File: config.mk
export PLATFORM = sky130hd
export DESIGN_NAME = fifo_pop_reader
export DESIGN_NICKNAME = d
export VERILOG_FILES = /design/src/rtl/fifo_reader_pkg.sv /design/src/rtl/reader_skid_buffer.sv /design/src/rtl/fifo_pop_reader.sv
export SDC_FILE = /design/constraint.sdc
export NUM_CORES = 1
export LEC_CHECK = 0
export ABC_CLOCK_PERIOD_IN_PS = 2700
export BUFFER_PORTS_ARGS = -buffer_cell sky130_fd_sc_hd__buf_2
export CAP_MARGIN = 5
export CORE_UTILIZATION = 54
export CTS_BUF_LIST = sky130_fd_sc_hd__clkbuf_16
export DETAILED_ROUTE_END_ITERATION = 8
export PLACE_DENSITY_LB_ADDON = 0.05
export SLEW_MARGIN = 20
export SYNTH_ARGS = -nofsm -noshare
export SYNTH_HDL_FRONTEND = slang
export SYNTH_SLANG_ARGS = --single-unit
File: constraint.sdc
create_clock -name clock -period 2.7 [get_ports clock]
set_input_delay 0.405 -clock clock [delete_from_list [all_inputs] [get_ports clock]]
set_output_delay 0.405 -clock clock [all_outputs]
set_load 0.1 [all_outputs]
File: src/rtl/fifo_reader_pkg.sv
// Shared types and sizing for the FIFO pop reader and its skid buffer.
package fifo_reader_pkg;

  typedef enum logic [1:0] {
    IDLE,
    READ,
    DRAIN
  } reader_state_t;

  localparam int unsigned SKID_DEPTH = 2;
  localparam int unsigned SKID_CNT_W = $clog2(SKID_DEPTH + 1);
  localparam int unsigned SKID_PTR_W = $clog2(SKID_DEPTH);

endpackage

File: src/rtl/reader_skid_buffer.sv
// Two-entry first-in first-out buffer absorbing the FIFO pop-to-data latency.
module reader_skid_buffer
  import fifo_reader_pkg::*;
#(
  parameter int unsigned DATA_WIDTH = 32
) (
  input  logic                  clock,
  input  logic                  reset,
  input  logic                  wr_en,
  input  logic [DATA_WIDTH-1:0] wr_data,
  input  logic                  rd_en,
  output logic [DATA_WIDTH-1:0] head_data,
  output logic [SKID_CNT_W-1:0] count
);

  logic [DATA_WIDTH-1:0] mem_q [SKID_DEPTH];
  logic [SKID_PTR_W-1:0] wr_ptr_q;
  logic [SKID_PTR_W-1:0] rd_ptr_q;
  logic [SKID_CNT_W-1:0] count_q;

  always_ff @(posedge clock) begin
    if (reset) begin
      wr_ptr_q <= '0;
      rd_ptr_q <= '0;
      count_q  <= '0;
    end else begin
      if (wr_en) wr_ptr_q <= wr_ptr_q + SKID_PTR_W'(1);
      if (rd_en) rd_ptr_q <= rd_ptr_q + SKID_PTR_W'(1);
      count_q <= count_q + SKID_CNT_W'(wr_en) - SKID_CNT_W'(rd_en);
    end
  end

  // Storage is not reset; the count alone decides what is valid.
  always_ff @(posedge clock) begin
    if (wr_en) mem_q[wr_ptr_q] <= wr_data;
  end

  always_comb begin
    head_data = mem_q[rd_ptr_q];
    count     = count_q;
  end

endmodule

File: src/rtl/fifo_pop_reader.sv
// Burst read controller: pops N words from a fifo_buffer and streams them out
// through a skid buffer with valid/ready, last-word marking and a done pulse.
module fifo_pop_reader
  import fifo_reader_pkg::*;
#(
  parameter int unsigned DATA_WIDTH = 32,
  parameter int unsigned LEN_WIDTH  = 8
) (
  input  logic                  clock,
  input  logic                  reset,
  input  logic                  req_valid,
  input  logic [LEN_WIDTH-1:0]  req_len,
  output logic                  req_ready,
  input  logic                  fifo_empty,
  output logic                  fifo_pop,
  input  logic [DATA_WIDTH-1:0] fifo_data,
  input  logic                  fifo_val,
  output logic [DATA_WIDTH-1:0] out_data,
  output logic                  out_valid,
  output logic                  out_last,
  input  logic                  out_ready,
  output logic                  done,
  output logic                  err_unexpected
);

  localparam int unsigned OCC_W = SKID_CNT_W + 1;

  reader_state_t         state_q, state_d;
  logic [LEN_WIDTH-1:0]  pop_left_q, pop_left_d;
  logic [LEN_WIDTH-1:0]  out_left_q, out_left_d;
  logic                  inflight_q;
  logic                  done_q, done_d;
  logic                  err_q;

  logic [SKID_CNT_W-1:0] skid_count;
  logic [DATA_WIDTH-1:0] skid_head;
  logic                  skid_wr;
  logic                  req_fire;
  logic                  out_fire;
  logic                  pop;
  logic [OCC_W-1:0]      occupancy;

  reader_skid_buffer #(
    .DATA_WIDTH(DATA_WIDTH)
  ) u_skid (
    .clock    (clock),
    .reset    (reset),
    .wr_en    (skid_wr),
    .wr_data  (fifo_data),
    .rd_en    (out_fire),
    .head_data(skid_head),
    .count    (skid_count)
  );

  always_comb begin
    req_ready = (state_q == IDLE) && !reset;
    req_fire  = req_valid && req_ready;
    out_valid = (skid_count != '0);
    out_fire  = out_valid && out_ready;
    out_last  = out_valid && (out_left_q == LEN_WIDTH'(1));
    out_data  = out_valid ? skid_head : '0;
    skid_wr   = fifo_val && inflight_q;

    // Words held plus words in flight must leave room after this cycle's read.
    occupancy = OCC_W'(skid_count) + OCC_W'(inflight_q);
    pop       = (state_q == READ) && (pop_left_q != '0) && !fifo_empty &&
                (occupancy < OCC_W'(SKID_DEPTH) + OCC_W'(out_fire));
    fifo_pop  = pop;

    state_d    = state_q;
    pop_left_d = pop_left_q;
    out_left_d = out_left_q;
    done_d     = 1'b0;

    if (pop)      pop_left_d = pop_left_q - LEN_WIDTH'(1);
    if (out_fire) out_left_d = out_left_q - LEN_WIDTH'(1);

    case (state_q)
      IDLE: begin
        if (req_fire) begin
          pop_left_d = req_len;
          out_left_d = req_len;
          if (req_len == '0) done_d  = 1'b1;
          else               state_d = READ;
        end
      end
      READ: begin
        if (pop && (pop_left_q == LEN_WIDTH'(1))) state_d = DRAIN;
      end
      DRAIN: begin
        if (out_fire && out_last) begin
          state_d = IDLE;
          done_d  = 1'b1;
        end
      end
      default: state_d = IDLE;
    endcase

    done           = done_q;
    err_unexpected = err_q;
  end

  always_ff @(posedge clock) begin
    if (reset) begin
      state_q    <= IDLE;
      pop_left_q <= '0;
      out_left_q <= '0;
      inflight_q <= 1'b0;
      done_q     <= 1'b0;
      err_q      <= 1'b0;
    end else begin
      state_q    <= state_d;
      pop_left_q <= pop_left_d;
      out_left_q <= out_left_d;
      inflight_q <= pop;
      done_q     <= done_d;
      err_q      <= err_q | (fifo_val && !inflight_q);
    end
  end

endmodule

==> impl_metrics.py <==
metrics = {
    "cts": {
        "htreeDepth": 3,
        "cts.repair.resized": 0,
        "cts_root_buf": "clkbuf_16",
        "cts_tree": "done",
        "cts_num_sinks": 90,
        "ctsHoldBuffers": 0,
        "numCtsBuffers": 9,
        "postCtsSetupBuffers": 0,
        "clk_path_buf_depth": 2,
        "path_clk_slew_ns": 0.06,
        "clk_latency_ns": 0.33,
    },
    "status": {
        "run_status": "finished, final reports clean",
    },
    "timing": {
        "tightest_slew_ns": 0.860,
        "maxSlewHeadroom": 0.425,
        "period_share": 0.905,
        "rsz0062_at_grt": "false",
        "fin_skew_ns": 0.00570,
        "clock.fmax_ghz": 0.409,
        "hold_viol_final": 0,
        "setup_viol": 0,
        "finalMaxSlewViolations": 0,
        "fin_hold_ws_ns": 0.261,
        "min_period_ns": 2.44,
        "setup_tns_ns": 0,
    },
    "final_layout": {
        "diodes": 0,
        "seq_area_um2": 2440,
        "fillerInstances": 562,
        "drive_gt1_frac": 0.283,
        "stdcell_area_um2": 4730,
        "final_nets": 449,
        "final_core_util": 0.685,
        "multiInputGateArea_um2": 1380,
        "syn_to_final_growth_pct": 20.9,
    },
    "global_routing": {
        "antenna_found_initial": 0,
        "grt_pass1_wl_mm": 11.0,
        "grt_pass1_vias": 2416,
        "grt_use_total": 0.194,
        "grt_max_degree": 33,
        "grt_overflow": 0,
    },
    "synthesis": {
        "syn_area_um2": 3910,
        "ys_seq_area_frac": 0.624,
        "synth_edf_count": 64,
        "yosysTopAreaCellShare": 0.491,
        "synth_cell_types": 48,
        "ys_async_sr_fraction": 0,
        "synth_fp_nets": 365,
        "yosys.area.top_type": "edfxtp_1",
        "ys.flop_type": "edfxtp_1",
        "syn_inst": 311,
        "ys_warn_count": 0,
        "syn_avg_cell_area_um2": 12.6,
        "synth_seq_cells": 90,
        "ys_top_cells_by_area": "edfxtp_1, dfxtp_1, mux2i_1",
    },
    "placed_design": {
        "portBuffers": 83,
        "dpl_cell_area_um2": 4440,
        "post-dp-hpwl_mm": 4.97,
        "gp_congestion": 0.894,
    },
    "worst_hold_path": {
        "hold_path.class": "input pin to register",
        "whs_path_depth": 1,
        "hold_end": "u_skid.mem_q[1][13]",
        "hold_start": "fifo_data[13]",
    },
    "critical_path": {
        "crit_chain": "ha_1 > ha_1 > o21a_1 > nor3_2 > buf_2",
        "timing.rr.end": "u_skid.count[0]",
        "cp_max_fo": 7,
        "setup.worst_path.start_class": "register",
        "cp_common_cell": "ha_1",
        "path_depth": 5,
        "cp_data_arrival_time_ns": 2.04,
        "crit_type": "register to output pin",
        "cp-end-kind": "output pin",
        "crit_buf_inv": 1,
        "rr_startpoint": "u_skid.count[1]",
        "crit_family": "adder cells",
        "cpMaxStageDelayCell": "buf_2",
        "cp_slowest_stage_delay_ns": 0.46,
        "cp.required_ns": 2.30,
        "regToRegSetupSlack_ns": 0.76,
        "r2r_cells": 6,
    },
    "route": {
        "remaining_drc_errors": 0,
        "drt_iter0_drc": 109,
        "vias": 2714,
        "wl_per_cell_um": 14.4,
        "routed_wirelength_mm": 7.13,
        "drt-pass1-iter-count": 4,
        "viasPerCell": 5.48,
        "antenna_left": 0,
    },
    "power_and_ir_drop": {
        "peakVddDrop_v": 0.000739,
        "leakage_uw": 0.00181,
        "power.density_nw_per_um2": 1200,
        "total_power_uw": 5690,
    },
    "floorplan": {
        "io_pins": 84,
        "die_h_um": 87.1,
        "die_x_um": 87.1,
        "row_count": 30,
        "die_area_um2": 7590,
        "start_util": 0.566,
        "coreArea_um2": 6910,
    },
    "flow_run": {
        "maxCapViolations": 0,
    },
}
==> state kept, by name (all words and copies together) (netlist names), named ones only <==
register	count
u_skid.wr_ptr_q	1
u_skid.rd_ptr_q	1
done	1
u_skid.count	2
out_left_q	8
u_skid.mem_q	64
err_unexpected	1
pop_left_q	8
inflight_q	1
state_q	2
==> worst max path at each step <==
stage | from | endpoint | slack, ns
floorplan | inflight_q | fifo_pop | 0.08
global placement | u_skid.count[0] | fifo_pop | 0.60
detailed placement | out_ready | pop_left_q[2] | 0.50
CTS | u_skid.count[0] | fifo_pop | 0.24
global route | pop_left_q[0] | fifo_pop | 0.11
finish | u_skid.count[0] | fifo_pop | 0.26
==> cell type report <==
class	instances	share of cell area
Multi-Input combinational cell	196	0.291
Tap cell	96	0.0254
Sequential cell	90	0.517
Clock inverter	6	0.0140
Inverter	11	0.00873
Timing Repair Buffer	87	0.0968
Clock buffer	9	0.0476
==> power by group <==
part,switching [uW],internal [uW],leakage (uW)
logic,2280,540,0.000884
registers,116,1550,0.000789
clock network,490,714,0.000136
total,2880,2810,0.00181
==> routing by layer <==
layer	up-vias	track usage	share of wire
met5	-	0	0
met4	0	0.0835	0.013
met3	9	0.0474	0.059
met2	86	0.323	0.50
met1	1291	0.242	0.43
li1	1328	-	-
==> per-stage QoR <==
stage          setup WS, ns  std cells
4_1_cts               0.239        495
2_1_floorplan        0.0839        311
3_3_place_gp          0.604        480
3_5_place_dp          0.502        480
6_report              0.257        495
5_1_grt               0.108        495
==> Yosys cell counts (2+ instances only) <==
cell,count
a211oi_1,5
a21oi_1,8
a311oi_1,3
a31oi_1,2
a41oi_1,2
and3_1,4
and4_1,2
buf_2,5
buf_6,2
clkbuf_1,7
dfxtp_1,26
edfxtp_1,64
ha_1,8
inv_1,10
mux2i_1,32
nand2_1,9
nand3_1,6
nand3b_1,3
nand4_1,5
nor2_1,48
nor2b_1,2
nor3_1,8
nor4_1,4
nor4_2,2
nor4b_1,2
nor4b_2,2
o211ai_1,3
o21ai_0,2
o21bai_1,5
o31ai_1,2
or3_1,4
xnor2_1,6
xor2_1,3
==> cells by family after synthesis <==
group,share of synthesized area
adders and majority gates,0.0256
xor gates and xnor gates,0.0202
buffers and inverters,0.0294
muxes,0.0848
AOI/OAI and AO/OA,0.0665
DFF,0.624
and+or+nand+nor,0.149
==> placed cells by master (no fill, tap or decap), types with 8 or more instances in the layout <==
cell type,n
edfxtp_1,64
nor2_1,46
mux2i_1,32
nand2_1,9
dfxtp_1,25
inv_1,10
buf_2,83
a21oi_1,8
ha_1,8
clkbuf_16,9
Note: power is estimated with default switching activity, not from simulation.
